===== src/rtl/reg_scoreboard.sv =====
`default_nettype none
// ============================================================================
//  Module   : reg_scoreboard
//  Purpose  : Register-invalidation scoreboard for the ID stage. It holds one
//             countdown counter per architectural register. The counter gives
//             the number of cycles until that register's pending result can
//             be forwarded. Source-query ports report hazards to the stall
//             unit.
//  Revision : 1.0 - initial release
// ----------------------------------------------------------------------------
//  Ports
//    clk              in   clock
//    reset            in   synchronous active-high reset
//    stall            in   hold all counters, ignore issues
//    flush            in   clear all counters (beats stall and issues)
//    regwrite_en      in   [NISS]       issue port p writes a register
//    regwrite_adr     in   [NISS*ADRW]  destination of port p
//    regwrite_lat     in   [NISS*CNTW]  latency loaded for port p
//    src_valid        in   [NSRC]       query s in use
//    src_adr          in   [NSRC*ADRW]  query s address
//    register_invalid out  [NREG*CNTW]  counter of register r
//    reg_busy         out  [NREG]       counter r non-zero
//    src_hazard       out  [NSRC]       query s hits a busy register
//    stall_req        out               OR of src_hazard
// ============================================================================
module reg_scoreboard #(
  parameter int NREG = 8,
  parameter int ADRW = 3,
  parameter int CNTW = 3,
  parameter int NISS = 2,
  parameter int NSRC = 2
) (
  input  logic                 clk,
  input  logic                 reset,
  input  logic                 stall,
  input  logic                 flush,
  input  logic [NISS-1:0]      regwrite_en,
  input  logic [NISS*ADRW-1:0] regwrite_adr,
  input  logic [NISS*CNTW-1:0] regwrite_lat,
  input  logic [NSRC-1:0]      src_valid,
  input  logic [NSRC*ADRW-1:0] src_adr,
  output logic [NREG*CNTW-1:0] register_invalid,
  output logic [NREG-1:0]      reg_busy,
  output logic [NSRC-1:0]      src_hazard,
  output logic                 stall_req
);

  logic [CNTW-1:0] cnt_q     [NREG];
  logic [CNTW-1:0] cnt_d     [NREG];
  logic            issue_hit [NREG];
  logic [CNTW-1:0] issue_lat [NREG];

  // Issue decode. Ports are scanned from lowest to highest, so the
  // highest-numbered (youngest) port that targets a register wins.
  // Addresses at or above NREG never equal any r in range, so they are
  // dropped without a separate range check.
  always_comb begin
    for (int r = 0; r < NREG; r++) begin
      issue_hit[r] = 1'b0;
      issue_lat[r] = '0;
      for (int p = 0; p < NISS; p++) begin
        if (regwrite_en[p] && (regwrite_adr[p*ADRW +: ADRW] == ADRW'(r))) begin
          issue_hit[r] = 1'b1;
          issue_lat[r] = regwrite_lat[p*CNTW +: CNTW];
        end
      end
    end
  end

  // Next state. A freshly loaded latency is not decremented in its load
  // cycle. Idle counters saturate at zero.
  always_comb begin
    for (int r = 0; r < NREG; r++) begin
      cnt_d[r] = cnt_q[r];
      if (flush) begin
        cnt_d[r] = '0;
      end else if (!stall) begin
        if (issue_hit[r]) begin
          cnt_d[r] = issue_lat[r];
        end else if (cnt_q[r] != '0) begin
          cnt_d[r] = cnt_q[r] - 1'b1;
        end
      end
    end
  end

  always_ff @(posedge clk) begin
    for (int r = 0; r < NREG; r++) begin
      if (reset) begin
        cnt_q[r] <= '0;
      end else begin
        cnt_q[r] <= cnt_d[r];
      end
    end
  end

  generate
    for (genvar r = 0; r < NREG; r++) begin : g_reg_out
      assign register_invalid[r*CNTW +: CNTW] = cnt_q[r];
      assign reg_busy[r]                      = |cnt_q[r];
    end
  endgenerate

  // Queries see only the registered state, with no bypass from the current
  // cycle's issues. An out-of-range address matches no register and so
  // reports no hazard.
  always_comb begin
    for (int s = 0; s < NSRC; s++) begin
      src_hazard[s] = 1'b0;
      if (src_valid[s]) begin
        for (int r = 0; r < NREG; r++) begin
          if ((src_adr[s*ADRW +: ADRW] == ADRW'(r)) && reg_busy[r]) begin
            src_hazard[s] = 1'b1;
          end
        end
      end
    end
  end

  assign stall_req = |src_hazard;

endmodule
`default_nettype wire


===== config.mk =====
export PLATFORM = sky130hd
export DESIGN_NAME = reg_scoreboard
export DESIGN_NICKNAME = d
export VERILOG_FILES = /design/src/rtl/reg_scoreboard.sv
export SDC_FILE = /design/constraint.sdc
export NUM_CORES = 1
export LEC_CHECK = 0
export BUFFER_PORTS_ARGS = -buffer_cell sky130_fd_sc_hd__buf_2
export CORE_MARGIN = 2
export CORE_UTILIZATION = 25
export CTS_CLUSTER_SIZE = 20
export DETAILED_ROUTE_END_ITERATION = 8
export PLACE_DENSITY = 0.49
export SLEW_MARGIN = 10
export SYNTH_ARGS = -nofsm -noshare
export SYNTH_HDL_FRONTEND = slang
export SYNTH_SLANG_ARGS = --single-unit
export TNS_END_PERCENT = 100

===== constraint.sdc =====
create_clock -name clk -period 2.2 [get_ports clk]
set_input_delay 0.66 -clock clk [delete_from_list [all_inputs] [get_ports clk]]
set_output_delay 0.66 -clock clk [all_outputs]
set_load 0.1 [all_outputs]

==> metrics.md <==
| Metric | Value |
|---|---|
| Area fraction of the dominant cell type after synthesis | 22.1% |
| Number of hold-repair buffers added at the cts stage | 0 |
| Setup Viol. Count Final | 3 |
| Achievable clock frequency | 350 MHz |
| Count of buffers from port buffering | 60 |
| Number of instances in the synthesized netlist | 273 |
| Power Density | 445 nW/um^2 |
| Register-to-register setup slack | 0.44 ns |
| Biggest register | cnt_q |
| Vertical die dimension | 97.3 um |
| Count of distinct cell types in the synthesized netlist | 48 |
| Most frequently used cell type in the post-synthesis netlist | sky130_fd_sc_hd__inv_1 |
| Critical Path Sink Type | primary output |
| Count of flip-flops with a built-in enable after synthesis | 0 |
| Number of detailed-route iterations in the first pass | 4 |
| Inserted Clock Buffers | 3 |
| Number of nets in the finished design | 431 |
| Switching fraction of total power | 42.4% |
| Worst hold-check path type | reg -> reg |
| CP arrival | 2.20 ns |
| Clock transition at the registers of the reported paths | 0.11 ns |
| Leakage Power | 1.44 nW |
| Worst setup SP type | register |
| End point of the critical path | stall_req |
| Overall routed net length | 7.76 mm |
| Post-synthesis async set-or-reset flop share | 0% |
| Core Util, Final | 39.0% |
| Startpoint of the most critical setup path | cnt_q[1][1]$_SDFFE_PP0P_ |
| Dominant cells by area after synthesis | sky130_fd_sc_hd__dfxtp_1 22%, sky130_fd_sc_hd__ha_1 9.2%, sky130_fd_sc_hd__a21oi_1 5.1% |
| HPWL after detailed placement | 6.03 mm |
| Number of placement rows | 34 |
| Mean Syn Cell Area | 7.97 um^2 |
| Full die area | 9470 um^2 |
| Main synth FF type | sky130_fd_sc_hd__dfxtp_1 |
| Worst max-slew margin expressed relative to the limit | 67.4% |
| Worst flop-to-flop path endpoint | cnt_q[1][2]$_SDFFE_PP0P_ |
| Remaining antenna violation count | 0 |
| Worst-Skew Late Latency | 0.29 ns |
| Final number of max-transition violations | 0 |
| Area occupied by multi-input gates | 1570 um^2 |
| Overall global routing resource usage | 16.2% |
| Number of synthesized register bits | 24 |
| Warnings, synthesis | 0 |
| Pin count of the biggest net entering global routing | 36 |
| Startpoint of the most critical register-to-register path | cnt_q[1][1]$_SDFFE_PP0P_ |
| Fraction of power consumed by sequential logic | 30.5% |
| Dominant cell type by area after synthesis | sky130_fd_sc_hd__dfxtp_1 |
| Max-cap viol count | 0 |
| Initial antenna violation count | 0 |
| Fraction of layout instances using a drive strength above 1 | 48.2% |
| Critical path required time | 1.54 ns |
| Inst Count DP | 489 |
| X dimension of the die | 97.3 um |
| Global-route wire length before repair | 12.3 mm |
| Nets in the synthesized netlist | 315 |
| Total area of sequential cells | 515 um^2 |
| DRC violation count after routing | 0 |
| Share of the cycle needed by the critical path after routing | 130% |
| Clock sinks | 24 |
| Peak VDD IR | 0.000264 V |
| Count of placed standard cells in the final layout, fillers left out | 496 |
| Depth of the most critical reg-to-reg path | 9 |
| Proportion of synthesized chip area in sequential cells | 22.1% |
| Final Hold Viols | 0 |
| Tightest Pin Transition | 0.492 ns |
| Combinational fraction of design power | 46.8% |
| Flip-flop count of the largest register, all copies and words added | 24 |
| Setup clock skew after layout | 0.00904 ns |
| Initial core utilization | 25.3% |
| Top Ports | 61 |
| Failing checks | setup timing |
| Routability-driven placement congestion ratio | 0.812 |
| Outcome | complete, but fails checks |
| Post-synthesis instance area | 2180 um^2 |
| CTS max path bufs | 2 |
| DR WL/cell | 15.6 um |
| Number of global-route vias before repair | 2409 |
| Layout-stage area growth over the synthesis result | 54.1% |
| Total grt overflow | 0 |
| TritonCTS clock tree | built |
| Power share of the clock group | 22.7% |
| # diodes | 0 |
| Critical path fanouts, max | 2 |
| Unrepaired setup endpoints after global routing | true |
| Largest registers | cnt_q: 24 flops |
| Worst slack at placement | -0.427 ns |
| Shortest clock period the worst path allows after layout | 2.86 ns |
| Number of fill cells in the layout | 874 |
| Count of routing violations after the opening detailed-route iteration | 142 |
| Switching power | 0.000632 W |
| Internal cell power | 0.000861 W |
| Final worst setup slack | -0.655 ns |
| Maximum level of the CTS H-tree | 1 |
| Type of the worst setup path | reg -> out |
| Via count | 2519 |
| Core Region | 8590 um^2 |
| CTS Root Cell | sky130_fd_sc_hd__clkbuf_8 |
| Commonest cells in the netlist | 25 x sky130_fd_sc_hd__inv_1, 24 x sky130_fd_sc_hd__dfxtp_1, 22 x sky130_fd_sc_hd__a21oi_1, 22 x sky130_fd_sc_hd__o21ai_0, 16 x sky130_fd_sc_hd__ha_1 |
| Drt via density | 5.08 |
[final cells by class]
class	count	share of cell area [%]
Sequential cell	24	15.4
Tap cell	108	4.03
Inverter	25	3.06
Timing Repair Buffer	130	28.9
Clock buffer	4	1.64
Multi-Input combinational cell	205	47.0
[worst min-delay path by stage]
stage	from	endpoint	cells past startpoint
after floorplan	cnt_q[1][0]$_SDFFE_PP0P_	cnt_q[1][0]$_SDFFE_PP0P_	2
after global placement	cnt_q[1][3]$_SDFFE_PP0P_	cnt_q[1][3]$_SDFFE_PP0P_	3
after detailed placement	cnt_q[1][3]$_SDFFE_PP0P_	cnt_q[1][3]$_SDFFE_PP0P_	3
after CTS	cnt_q[1][3]$_SDFFE_PP0P_	cnt_q[1][3]$_SDFFE_PP0P_	3
after global routing	cnt_q[1][0]$_SDFFE_PP0P_	cnt_q[1][0]$_SDFFE_PP0P_	3
final	cnt_q[1][3]$_SDFFE_PP0P_	cnt_q[1][3]$_SDFFE_PP0P_	3
[placed cells by master, fill, tap and decap left out, types with 4 or more instances in the layout]
master and n:
sky130_fd_sc_hd__o211ai_1 11, sky130_fd_sc_hd__a211oi_1 8, sky130_fd_sc_hd__mux2i_1 4, sky130_fd_sc_hd__buf_2 49, sky130_fd_sc_hd__o21ai_0 22, sky130_fd_sc_hd__nand4b_1 5
sky130_fd_sc_hd__clkbuf_8 4, sky130_fd_sc_hd__dfxtp_2 22, sky130_fd_sc_hd__or3b_2 4, sky130_fd_sc_hd__buf_4 69, sky130_fd_sc_hd__and4bb_2 4, sky130_fd_sc_hd__buf_12 9
sky130_fd_sc_hd__mux4_2 4, sky130_fd_sc_hd__inv_1 22, sky130_fd_sc_hd__nand3b_1 4, sky130_fd_sc_hd__nor3_1 9, sky130_fd_sc_hd__nor2_1 15, sky130_fd_sc_hd__a221oi_1 4
sky130_fd_sc_hd__ha_1 15, sky130_fd_sc_hd__a21oi_1 22, sky130_fd_sc_hd__nand2_1 5, sky130_fd_sc_hd__nand3_1 12, sky130_fd_sc_hd__nand2b_2 6
[kinds of logic (layout without fill, tap and decap cells)]
kind of cell | after synthesis | count (layout) | share of synthesized area [%]
AO/OA/AOI/OAI | 88 | 88 | 27.2
adder cells (fa/ha/maj) | 16 | 16 | 9.20
AND/OR/NAND/NOR | 91 | 91 | 27.0
flip-flops | 24 | 24 | 22.1
buffers and inverters | 44 | 159 | 7.71
XOR/XNOR | 2 | 2 | 0.805
multiplexers | 8 | 8 | 5.98
[critical path, stage by stage, from the launching register on]
cell and delay [ns]:
sky130_fd_sc_hd__dfxtp_4 0.36, sky130_fd_sc_hd__inv_4 0.06, sky130_fd_sc_hd__ha_4 0.12, sky130_fd_sc_hd__nor2b_4 0.17
sky130_fd_sc_hd__clkinvlp_4 0.12, sky130_fd_sc_hd__mux4_2 0.47, sky130_fd_sc_hd__a22o_4 0.26, sky130_fd_sc_hd__nand3b_1 0.17
sky130_fd_sc_hd__buf_6 0.20
[power groups by stage]
stage          clock network, W  logic [W]  registers (W)
3_5_place_dp                  0   0.000681       0.000466
3_3_place_gp                  0   0.000682       0.000466
2_1_floorplan                 0   0.000332       0.000573
5_1_grt                0.000354   0.000741       0.000458
4_1_cts                0.000343   0.000695       0.000456
6_report               0.000338   0.000699       0.000456
[metal layers]
metal	track usage, %	up-vias	routed length [um]
met5	0	-	0
met2	26.7	81	3580
met4	3.95	0	89
met1	22.4	1173	3580
met3	2.23	6	506
li1	-	1259	-
[metrics by stage]
stage          power, W  setup TNS (ns)  instance area, um^2  hold WS, ns
2_1_floorplan  0.000905           -3.22                 2270        0.642
6_report        0.00149           -1.82                 3350        0.599
4_1_cts         0.00149           -1.78                 3330        0.608
3_3_place_gp    0.00115           -1.03                 3230        0.580
5_1_grt         0.00155           -2.06                 3350        0.638
3_5_place_dp    0.00115           -1.03                 3230        0.579
[what timing repair did]
action                     in CTS  in global routing
resized for setup               8                  4
pin swaps                       0                  2
hold endpoints to repair        0                  0
setup buffers                   2                  1
setup endpoints to repair       3                  5
Power figures use the tool's default switching activity.
